### config.mk
export PLATFORM = sky130hd
export DESIGN_NAME = multicycle_ctrl
export DESIGN_NICKNAME = d
export VERILOG_FILES = /design/src/rtl/multicycle_ctrl.sv
export SDC_FILE = /design/constraint.sdc
export NUM_CORES = 1
export LEC_CHECK = 0
export CAP_MARGIN = 20
export CORE_UTILIZATION = 42
export CTS_CLUSTER_SIZE = 10
export DETAILED_ROUTE_END_ITERATION = 8
export PLACE_DENSITY_LB_ADDON = 0.05
export SLEW_MARGIN = 10
export SYNTH_ARGS = -nofsm -noshare
export SYNTH_HDL_FRONTEND = slang
export SYNTH_SLANG_ARGS = --single-unit
export TNS_END_PERCENT = 30
### constraint.sdc
create_clock -name clk -period 3 [get_ports clk]
set_input_delay 0.6 -clock clk [delete_from_list [all_inputs] [get_ports clk]]
set_output_delay 0.6 -clock clk [all_outputs]
set_load 0.05 [all_outputs]
### src/rtl/multicycle_ctrl.sv
// Multi-cycle main controller: FETCH/DECODE/EXEC/MEM/WB sequencing
// with a memory ready handshake, a sticky illegal-opcode trap and an
// optional retired-instruction counter.
//
// Ports:
//   clk, reset     : rising-edge clock, synchronous active-high reset
//   op_code        : opcode from memory read data, latched in FETCH
//   zero           : ALU zero flag, used by beq/bne in EXEC
//   mem_ready      : memory handshake, completes a pending request
//   mem_read/write : memory request strobes
//   ir_write       : load instruction register
//   pc_write       : update PC, pc_src selects the source
//   reg_write      : register file write, reg_dst selects the target
//   mem_to_reg     : writeback selects memory data
//   alu_src        : 0 register operand, 1 immediate
//   alu_control    : ALU operation code
//   illegal        : sticky trap flag
//   instr_count    : retired-instruction count
//
// Optional feature macro: MULTICYCLE_CTRL_PERF_CNT_EN enables the
// CNT_W-bit instruction counter; otherwise instr_count is tied to 0.

module multicycle_ctrl #(
  parameter int OP_W  = 5,
  parameter int ALU_W = 4,
  parameter int CNT_W = 32
) (
  input  logic             clk,
  input  logic             reset,
  input  logic [OP_W-1:0]  op_code,
  input  logic             zero,
  input  logic             mem_ready,
  output logic             mem_read,
  output logic             mem_write,
  output logic             ir_write,
  output logic             pc_write,
  output logic [1:0]       pc_src,
  output logic             reg_write,
  output logic [1:0]       reg_dst,
  output logic             mem_to_reg,
  output logic             alu_src,
  output logic [ALU_W-1:0] alu_control,
  output logic             illegal,
  output logic [CNT_W-1:0] instr_count
);

  typedef enum logic [2:0] {
    S_FETCH,
    S_DECODE,
    S_EXEC,
    S_MEM,
    S_ALUWB,
    S_MEMWB,
    S_TRAP
  } state_t;

  state_t          state;
  logic [OP_W-1:0] op_q;
  logic            illegal_q;

  // Opcode class decode from the latched opcode.
  logic [4:0] op5;
  logic       hi_ok;
  logic       is_j;
  logic       is_jal;
  logic       is_jr;
  logic       is_r;
  logic       is_addi;
  logic       is_subi;
  logic       is_lw;
  logic       is_sw;
  logic       is_beq;
  logic       is_bne;
  logic       is_jump;
  logic       is_exec;
  logic [3:0] r_alu;

  assign op5 = op_q[4:0];

  // Any set bit above bit 4 makes the opcode illegal.
  generate
    if (OP_W > 5) begin : g_hi
      assign hi_ok = (op_q[OP_W-1:5] == '0);
    end else begin : g_nohi
      assign hi_ok = 1'b1;
    end
  endgenerate

  assign is_j    = hi_ok && (op5 == 5'b00000);
  assign is_jal  = hi_ok && (op5 == 5'b00111);
  assign is_jr   = hi_ok && (op5 == 5'b10010);
  assign is_r    = hi_ok && (op5 >= 5'b01000)
                         && (op5 <= 5'b10100)
                         && (op5 != 5'b10010);
  assign is_addi = hi_ok && (op5 == 5'b11000);
  assign is_subi = hi_ok && (op5 == 5'b11001);
  assign is_lw   = hi_ok && (op5 == 5'b11010);
  assign is_sw   = hi_ok && (op5 == 5'b11011);
  assign is_beq  = hi_ok && (op5 == 5'b11100);
  assign is_bne  = hi_ok && (op5 == 5'b11101);

  assign is_jump = is_j | is_jal | is_jr;
  assign is_exec = is_r | is_addi | is_subi
                 | is_lw | is_sw | is_beq | is_bne;

  // R-type opcodes 01000..10100 map onto ALU ops 0..12.
  assign r_alu = op5[3:0] - 4'd8;

  always_ff @(posedge clk) begin
    if (reset) begin
      state     <= S_FETCH;
      op_q      <= '0;
      illegal_q <= 1'b0;
    end else begin
      unique case (state)
        S_FETCH: begin
          if (mem_ready) begin
            op_q  <= op_code;
            state <= S_DECODE;
          end
        end
        S_DECODE: begin
          if (is_jump) begin
            state <= S_FETCH;
          end else if (is_exec) begin
            state <= S_EXEC;
          end else begin
            state     <= S_TRAP;
            illegal_q <= 1'b1;
          end
        end
        S_EXEC: begin
          if (is_lw || is_sw) begin
            state <= S_MEM;
          end else if (is_beq || is_bne) begin
            state <= S_FETCH;
          end else begin
            state <= S_ALUWB;
          end
        end
        S_MEM: begin
          if (mem_ready) begin
            state <= is_lw ? S_MEMWB : S_FETCH;
          end
        end
        S_ALUWB: state <= S_FETCH;
        S_MEMWB: state <= S_FETCH;
        S_TRAP:  state <= S_TRAP;
        default: state <= S_FETCH;
      endcase
    end
  end

  always_comb begin
    mem_read    = 1'b0;
    mem_write   = 1'b0;
    ir_write    = 1'b0;
    pc_write    = 1'b0;
    pc_src      = 2'b00;
    reg_write   = 1'b0;
    reg_dst     = 2'b00;
    mem_to_reg  = 1'b0;
    alu_src     = 1'b0;
    alu_control = '0;
    unique case (state)
      S_FETCH: begin
        mem_read = 1'b1;
        ir_write = mem_ready;
        pc_write = mem_ready;
      end
      S_DECODE: begin
        unique case (1'b1)
          is_j: begin
            pc_write = 1'b1;
            pc_src   = 2'b10;
          end
          is_jal: begin
            pc_write  = 1'b1;
            pc_src    = 2'b10;
            reg_write = 1'b1;
            reg_dst   = 2'b10;
          end
          is_jr: begin
            pc_write = 1'b1;
            pc_src   = 2'b11;
          end
          default: ;
        endcase
      end
      S_EXEC: begin
        unique case (1'b1)
          is_r: begin
            alu_control = ALU_W'(r_alu);
          end
          is_addi: begin
            alu_src = 1'b1;
          end
          is_subi: begin
            alu_src     = 1'b1;
            alu_control = ALU_W'(1);
          end
          is_lw, is_sw: begin
            alu_src = 1'b1;
          end
          is_beq: begin
            alu_control = ALU_W'(1);
            pc_src      = 2'b01;
            pc_write    = zero;
          end
          is_bne: begin
            alu_control = ALU_W'(1);
            pc_src      = 2'b01;
            pc_write    = !zero;
          end
          default: ;
        endcase
      end
      S_MEM: begin
        mem_read  = is_lw;
        mem_write = is_sw;
      end
      S_ALUWB: begin
        reg_write = 1'b1;
        reg_dst   = is_r ? 2'b01 : 2'b00;
      end
      S_MEMWB: begin
        reg_write  = 1'b1;
        mem_to_reg = 1'b1;
      end
      default: ;
    endcase
    // Reset cycle: nothing may be written; a read request is harmless
    // and drops on the next cycle.
    if (reset) begin
      mem_write   = 1'b0;
      ir_write    = 1'b0;
      pc_write    = 1'b0;
      pc_src      = 2'b00;
      reg_write   = 1'b0;
      reg_dst     = 2'b00;
      mem_to_reg  = 1'b0;
      alu_src     = 1'b0;
      alu_control = '0;
    end
  end

  assign illegal = illegal_q;

`ifdef MULTICYCLE_CTRL_PERF_CNT_EN
  logic [CNT_W-1:0] cnt_q;

  always_ff @(posedge clk) begin
    if (reset) begin
      cnt_q <= '0;
    end else if (state == S_FETCH && mem_ready) begin
      cnt_q <= cnt_q + 1'b1;
    end
  end

  assign instr_count = cnt_q;
`else
  assign instr_count = '0;
`endif

endmodule

# Word level (Yosys, flattened, before mapping)
# Index checks and enable logic that the tools add are counted.
# word_totals
wordCells	85
reg_bits	9
out_inout_bits	48
in_bits	9
# op_classes
bitwise	10
eq_ne	17
addsub	1
reduce_logical	16
n_mux	36
n_lt_le_gt_ge	2
# ops
cell	count
5-bit equality test (second input constant)	7
3-bit 2-to-1 mux	7
1-bit 2-to-1 mux	15
3-bit one-hot mux with 5 select lines	1
2-bit one-hot mux with 2 select lines	3
3-bit equality test (second input constant)	3
4-bit 2-to-1 mux	2
1-bit bitwise OR	8
4-bit one-hot mux with 2 select lines	1
3-bit by 2-bit equality test with 1-bit output (second input constant)	2
2-bit 2-to-1 mux	3
1-bit one-hot mux with 2 select lines	3
2-bit OR reduction	3
3-bit OR reduction	2
5-bit by 3-bit equality test with 1-bit output (second input constant)	1
5-bit by 4-bit greater-or-equal comparator with 1-bit output (second input constant)	1
5-bit less-or-equal comparator (second input constant)	1
5-bit logical NOT	1
5-bit != test (second input constant)	1
2-bit != test (second input constant)	2
2-bit AND reduction	2
4-bit OR reduction	1
4-bit subtractor (second input constant)	1
3-bit by 1-bit equality test with 1-bit output (second input constant)	1
other kinds (7)	10

# Logic depth before layout (Yosys ltp)
# Gate-level depths: netlist of run 1.
# logic_depth
word_depth	12
ltp_mapped	5
ltp_nobuf	4

# Least setup slack after synthesis of run 1
# Ideal clock, no wire load.
# synth_timing
path_type	input -> output
startpoint	input reset
endpoint	output reg_write
t_required_ns	2.400
cell_stages	3
setup_slack_ns	0.294
arrival_ns	2.106
n_path_buf	0
path_cell_list	nor2_1 nand4_1 o31ai_1
# synth_between
elab_chain_cells	1
# synth_rtl
item	line_no	rtl
start, declared	29	input logic reset,
1-bit 2-to-1 mux	234	if (reset) begin
end, declared	38	output logic reg_write,
# Every way passes these cells.

# Worst setup path after layout of run 1
# layout_timing
startpoint	input mem_ready
endpoint	output pc_write
# layout_between
elab_chain_cells	2
# layout_rtl
item	line_no	rtl
start, declared	32	input logic mem_ready,
1-bit one-hot mux with 3 select lines	165	unique case (state)
1-bit 2-to-1 mux	234	
end, declared	36	output logic pc_write,
# Every way passes these cells.

==> reports/metrics.cfg, run 1 <==
[floorplan]
core_area_mm2 = 0.00230
die_w_um = 52.4
dieHeight_um = 52.4
start_util_pct = 46.4
ios = 57
fp.dieArea_mm2 = 0.00274
rows = 17

[setup_path]
cp_cell_sequence = clkdlybuf4s50_1 -> nor4b_4 -> a31oi_2 -> a2111oi_4 -> buf_12
slowest_delay_ps = 560
crit_family = buffers and inverters
crit_arrival_ps = 2150
reg2reg_depth = 4
startpoint_type = input port
r2r_setup_slack_ps = 1260
timing.rr.end = state[2]
crit_fanout = 5
cp_slowest_cell = clkdlybuf4s50_1
worstPathRequired_ps = 2400
path_class = in2out
rr_startpoint = op5[4]
cp.buffers_inverters = 2
cp-startpoint = mem_ready
critPathCaptureType = primary output

[global_routing]
grt_max_degree = 18
track_usage_pct = 16.9
antenna_found_initial = 0
first_global_vias = 786
gr-total-overflow = 0
grt_first_pass_wirelength_um = 3550

[cells_and_area]
fillerInstances = 221
nNetsFinal = 169
drive_above_1_share_pct = 16.4
multi_input_comb_area_um2 = 696
num_antenna_cells = 0
post-route-util_pct = 58.3
regArea_um2 = 180
syn2layout_area_growth_pct = 25.7
instances_no_fill = 187

[timing]
finalSetupTns_ps = 0
setup_viol = 0
fin_skew_ps = 9.76
holdWs_ps = 455
slew_headroom_pct = 59.9
slew_violations = 0
fmax_mhz = 363
fin_crit_ps = 2750
rsz0062_at_grt = no
setup_ws_ps = 248
worstMarginPinSlew_ps = 601
period_share_pct = 91.7
hold_viol = 0

[synth]
syn_inst = 140
syn_area_mm2 = 0.00106
synth_enable_flop_cells = 0
synth-seq-cells = 9
postSynthAreaPerCell_um2 = 7.61
synth-main-ff-cell = dfxtp_1
yosysWarnings = 0
seq_area_frac_synth_pct = 16.9
synth.distinct_cells = 42
async_reset_ff_share_pct = 0

[route]
drtAntennaViolNets = 0
via_per_inst = 4.83
vias = 903
drc = 0
routed_wirelength_um = 2110
initialDrtViolationCount = 17
wl_per_cell_um = 11.3
first_pass_iters = 4

[hold_path]
min_to = illegal
hold_path.class = reg2reg
min_from = illegal
holdPathStages = 2

[pwr]
pwr_density_cell_mw_per_mm2 = 342
peakVddDrop_mv = 0.225
p_leak_nw = 0.536

[flow_run]
drv_cap = 0

[clock_tree]
clk_pin_slew_ps = 70
holdBufCountCts = 0
root_buffer = clkbuf_4
htreeDepth = 1
cts_resized = 0
clk_path_buf_depth = 2
cts.sinks = 9
cts_tree = yes
cts_made_buffers = 3
clkLatencyLatePin_ps = 270
cts_setup_buffers = 0

[status]
outcome = completed

[placed_design]
place.gp.congestion = 0.849
dp_slack_ps = 279
portBuffers = 24
dpl.hpwl_um = 1630
place_inst = 183

logic make-up (layout without fill, tap and decap cells):
group	Yosys count	in the layout	synth area share, %
simple gates	56	56	31.0
buf+inv	44	32	28.7
compound gates	23	23	16.7
flops	9	9	16.9
mux	5	5	4.70
xor+xnor	2	2	1.65
other cells	1	32	0.352
report_power, final:
group,internal (mW),switching [mW]
Combinational,0.0613,0.148
Sequential,0.127,0.0259
Clock,0.0492,0.0464
Total,0.238,0.220
cell usage in the layout (no fill, tap or decap), drive strengths merged, types with 4 or more instances in the layout:
master | Yosys | final
nor2 | 16 | 16
clkdlybuf4s50 | 0 | 9
nor2b | 7 | 7
conb | 1 | 32
buf | 40 | 17
mux2i | 5 | 5
nand2 | 6 | 6
a21oi | 5 | 5
o21ai | 4 | 4
nor3 | 7 | 7
dfxtp | 9 | 9
worst register-to-register path, cell delays in order, from the launching register on:
cell and delay (ps):
dfxtp_1 600, and4b_1 330, nor2b_1 270, a32oi_1 160, a221oi_1 310
synthesized netlist by cell type, types with 2 or more instances:
cell type | count | area share, %
buf_2 | 4 | 1.9
clkbuf_1 | 2 | 0.71
nor2b_1 | 7 | 4.1
a21oi_1 | 5 | 2.3
xnor2_1 | 2 | 1.6
and4b_1 | 2 | 1.9
buf_4 | 34 | 24
nand2b_1 | 3 | 1.8
nand2_1 | 6 | 2.1
inv_1 | 2 | 0.71
nor3_1 | 7 | 3.3
mux2i_1 | 5 | 4.7
a31oi_1 | 2 | 1.2
a32oi_1 | 2 | 1.6
nor2_1 | 16 | 5.6
o21ai_0 | 4 | 1.9
and2_1 | 3 | 1.8
dfxtp_1 | 9 | 17
o21bai_1 | 2 | 1.4
per-layer routing:
metal / global-route usage (%) / up-vias / routed length [µm]
li1: - / 458 / -
met1: 23.5 / 403 / 994
met2: 26.8 / 42 / 977
met3: 2.61 / 0 / 137
met4: 3.95 / 0 / 0
met5: 0 / - / 0
sequential cells by signal, indices dropped and copies added (netlist names):
register,flops
state,3
op5,5
illegal,1
worst max path at each step:
stage / end / slack (ps) / cells past startpoint
finish: pc_write / 250 / 5
global route: pc_write / 150 / 5
CTS: pc_write / 250 / 5
detailed placement: pc_write / 280 / 5
global placement: pc_write / 280 / 5
floorplan: reg_write / 290 / 3
layout make-up:
class                           instances  area share (%)
Clock buffer                            3            1.68
Clock inverter                          1           0.374
Inverter                                2           0.561
Multi-Input combinational cell        118            52.0
Sequential cell                         9            13.5
Tap cell                               28            2.62
Timing Repair Buffer                   26            29.3
metrics by stage:
stage | instance area, µm² | total power [mW]
after floorplan | 1180 | 0.355
after global placement | 1310 | 0.362
after detailed placement | 1310 | 0.364
after CTS | 1340 | 0.462
after global routing | 1340 | 0.487
final | 1340 | 0.458
Power figures use the tool's default switching activity.
==> run 2, diff against run 1 <==
- REMOVE_ABC_BUFFERS: default -> 1
==> run 2 against run 1 <==
Net effect:
- die area unchanged
- sequential power about the same
- total power fell by 1.3%
- fmax decreased by 0.89%
- register-to-register slack improved by 20 ps
- core utilization down 0.055 points
- routed wire length decreased by 5.0%
- worst setup slack worse by 25 ps
==> reports/metrics.cfg, run 2 (synthesis gave the netlist of run 1 again) <==
[cells_and_area]
regArea_um2 = 180  ; unchanged
largest-register = op5  ; unchanged
num_antenna_cells = 0  ; unchanged
syn2layout_area_growth_pct = 25.6  ; was 25.7%
instances_no_fill = 187  ; unchanged
nNetsFinal = 169  ; unchanged
final_cell_mix = 32 x conb_1, 16 x nor2_1, 14 x buf_12  ; unchanged
drive_above_1_share_pct = 15.7  ; was 16.4%
largest_reg_flops = 5  ; unchanged
multi_input_comb_area_um2 = 696  ; unchanged
fillerInstances = 213  ; was 221
final_common_cell = conb_1  ; unchanged
post-route-util_pct = 58.2  ; was 58.3%

[floorplan]
die_w_um = 52.4  ; unchanged
dieHeight_um = 52.4  ; unchanged
core_area_mm2 = 0.00230  ; unchanged
ios = 57  ; unchanged
fp.dieArea_mm2 = 0.00274  ; unchanged
rows = 17  ; unchanged
start_util_pct = 46.4  ; unchanged

[route]
drtAntennaViolNets = 0  ; unchanged
routed_wirelength_um = 2000  ; was 2110 µm
wl_per_cell_um = 10.7  ; was 11.3 µm
via_per_inst = 4.86  ; was 4.83
vias = 908  ; was 903
first_pass_iters = 4  ; unchanged
initialDrtViolationCount = 17  ; unchanged
drc = 0  ; unchanged

[clock_tree]
htreeDepth = 1  ; unchanged
cts_resized = 0  ; unchanged
cts.sinks = 9  ; unchanged
cts_made_buffers = 3  ; unchanged
clk_pin_slew_ps = 60  ; was 70 ps
root_buffer = clkbuf_4  ; unchanged
cts_tree = yes  ; unchanged
holdBufCountCts = 0  ; unchanged
clk_path_buf_depth = 2  ; unchanged
cts_setup_buffers = 0  ; unchanged
clkLatencyLatePin_ps = 250  ; was 270 ps

[timing]
worstMarginPinSlew_ps = 567  ; was 601 ps
slew_violations = 0  ; unchanged
period_share_pct = 92.6  ; was 91.7%
hold_viol = 0  ; unchanged
fin_crit_ps = 2780  ; was 2750 ps
slew_headroom_pct = 62.1  ; was 59.9%
rsz0062_at_grt = no  ; unchanged
finalSetupTns_ps = 0  ; unchanged
setup_viol = 0  ; unchanged
fmax_mhz = 360  ; was 363 MHz
fin_skew_ps = 1.37  ; was 9.76 ps

[setup_path]
path_class = in2out  ; unchanged
cp_cell_sequence = clkdlybuf4s50_1 -> nor2_1 -> nand4_1 -> o31ai_1 -> buf_12  ; was clkdlybuf4s50_1 -> nor4b_4 -> a31oi_2 -> a2111oi_4 -> buf_12
critPathCaptureType = primary output  ; unchanged
rr_startpoint = op5[4]  ; unchanged
startpoint_type = input port  ; unchanged
slowest_delay_ps = 530  ; was 560 ps
cp-startpoint = reset  ; was mem_ready
timing.rr.end = state[2]  ; unchanged
worstPathRequired_ps = 2400  ; about the same
crit_fanout = 5  ; unchanged
crit_arrival_ps = 2180  ; was 2150 ps
cp_slowest_cell = clkdlybuf4s50_1  ; unchanged
reg2reg_depth = 4  ; unchanged
r2r_setup_slack_ps = 1280  ; was 1260 ps

[global_routing]
gr-total-overflow = 0  ; unchanged
grt_max_degree = 18  ; unchanged
first_global_vias = 778  ; was 786
antenna_found_initial = 0  ; unchanged
grt_first_pass_wirelength_um = 3420  ; was 3550 µm
track_usage_pct = 16.6  ; was 16.9%

[hold_path]
holdPathStages = 2  ; unchanged
hold_path.class = reg2reg  ; unchanged
min_from = illegal  ; unchanged
min_to = illegal  ; unchanged

[pwr]
peakVddDrop_mv = 0.250  ; was 0.225 mV
finalPower_mw = 0.452  ; was 0.458 mW
p_leak_nw = 0.533  ; was 0.536 nW
pwr_density_cell_mw_per_mm2 = 338  ; was 342 mW/mm²

[placed_design]
place.gp.congestion = 0.747  ; was 0.849
dpl.hpwl_um = 1570  ; was 1630 µm
portBuffers = 24  ; unchanged
place_inst = 183  ; unchanged

[flow_run]
drv_cap = 0  ; unchanged

[status]
outcome = completed  ; unchanged

## run 2: changes by cell type in the layout (fill, tap and decap cells not counted)
cell,delta
clkbuf_1,+1
clkinv_2,-1
## run 2: worst max-delay path by stage
stage / slack (ps) / end
floorplan: 210 / pc_src[1]
global placement: 280 / pc_write
detailed placement: 220 / reg_write
CTS: 220 / reg_write
global route: 120 / reg_write
finish: 220 / reg_write
## run 2: through the flow
| step | instance area [µm²] | hold slack (ps) | setup slack, ps |
|---|---|---|---|
| after floorplan | 883 | 610 | 210 |
| after global placement | 1310 | 436 | 281 |
| after detailed placement | 1310 | 442 | 223 |
| after CTS | 1340 | 450 | 219 |
| after global routing | 1340 | 494 | 117 |
| final | 1340 | 446 | 223 |
## run 2: report_power, final
part           internal [mW]  switching, mW
logic                 0.0613          0.147
clock network         0.0510         0.0385
registers              0.127         0.0263
total                  0.240          0.212
## run 2: routing by layer
layer,vias up,track usage (%),part of all wire [%]
li1,459,-,-
met1,400,21.4,46
met2,49,27.2,46
met3,0,4.64,8.6
met4,0,3.95,0
met5,-,0,0
## run 2: cell type report
type / instances / share of cell area [%]
Timing Repair Buffer: 26 / 29.4
Clock buffer: 4 / 1.96
Sequential cell: 9 / 13.5
Inverter: 2 / 0.561
Tap cell: 28 / 2.62
Multi-Input combinational cell: 118 / 52.0
## run 2: critical path, delay by kind of cell
kind / cells / cell delay [ps]
AND/OR/NAND/NOR: 2 / 410
AO/OA/AOI/OAI: 1 / 450
buffers and inverters: 2 / 720
==> run 3, diff against run 2 <==
- CAP_MARGIN: 20 -> default
==> results of run 3 <==
Final layout, timing and power as in run 2 (identical DEF).
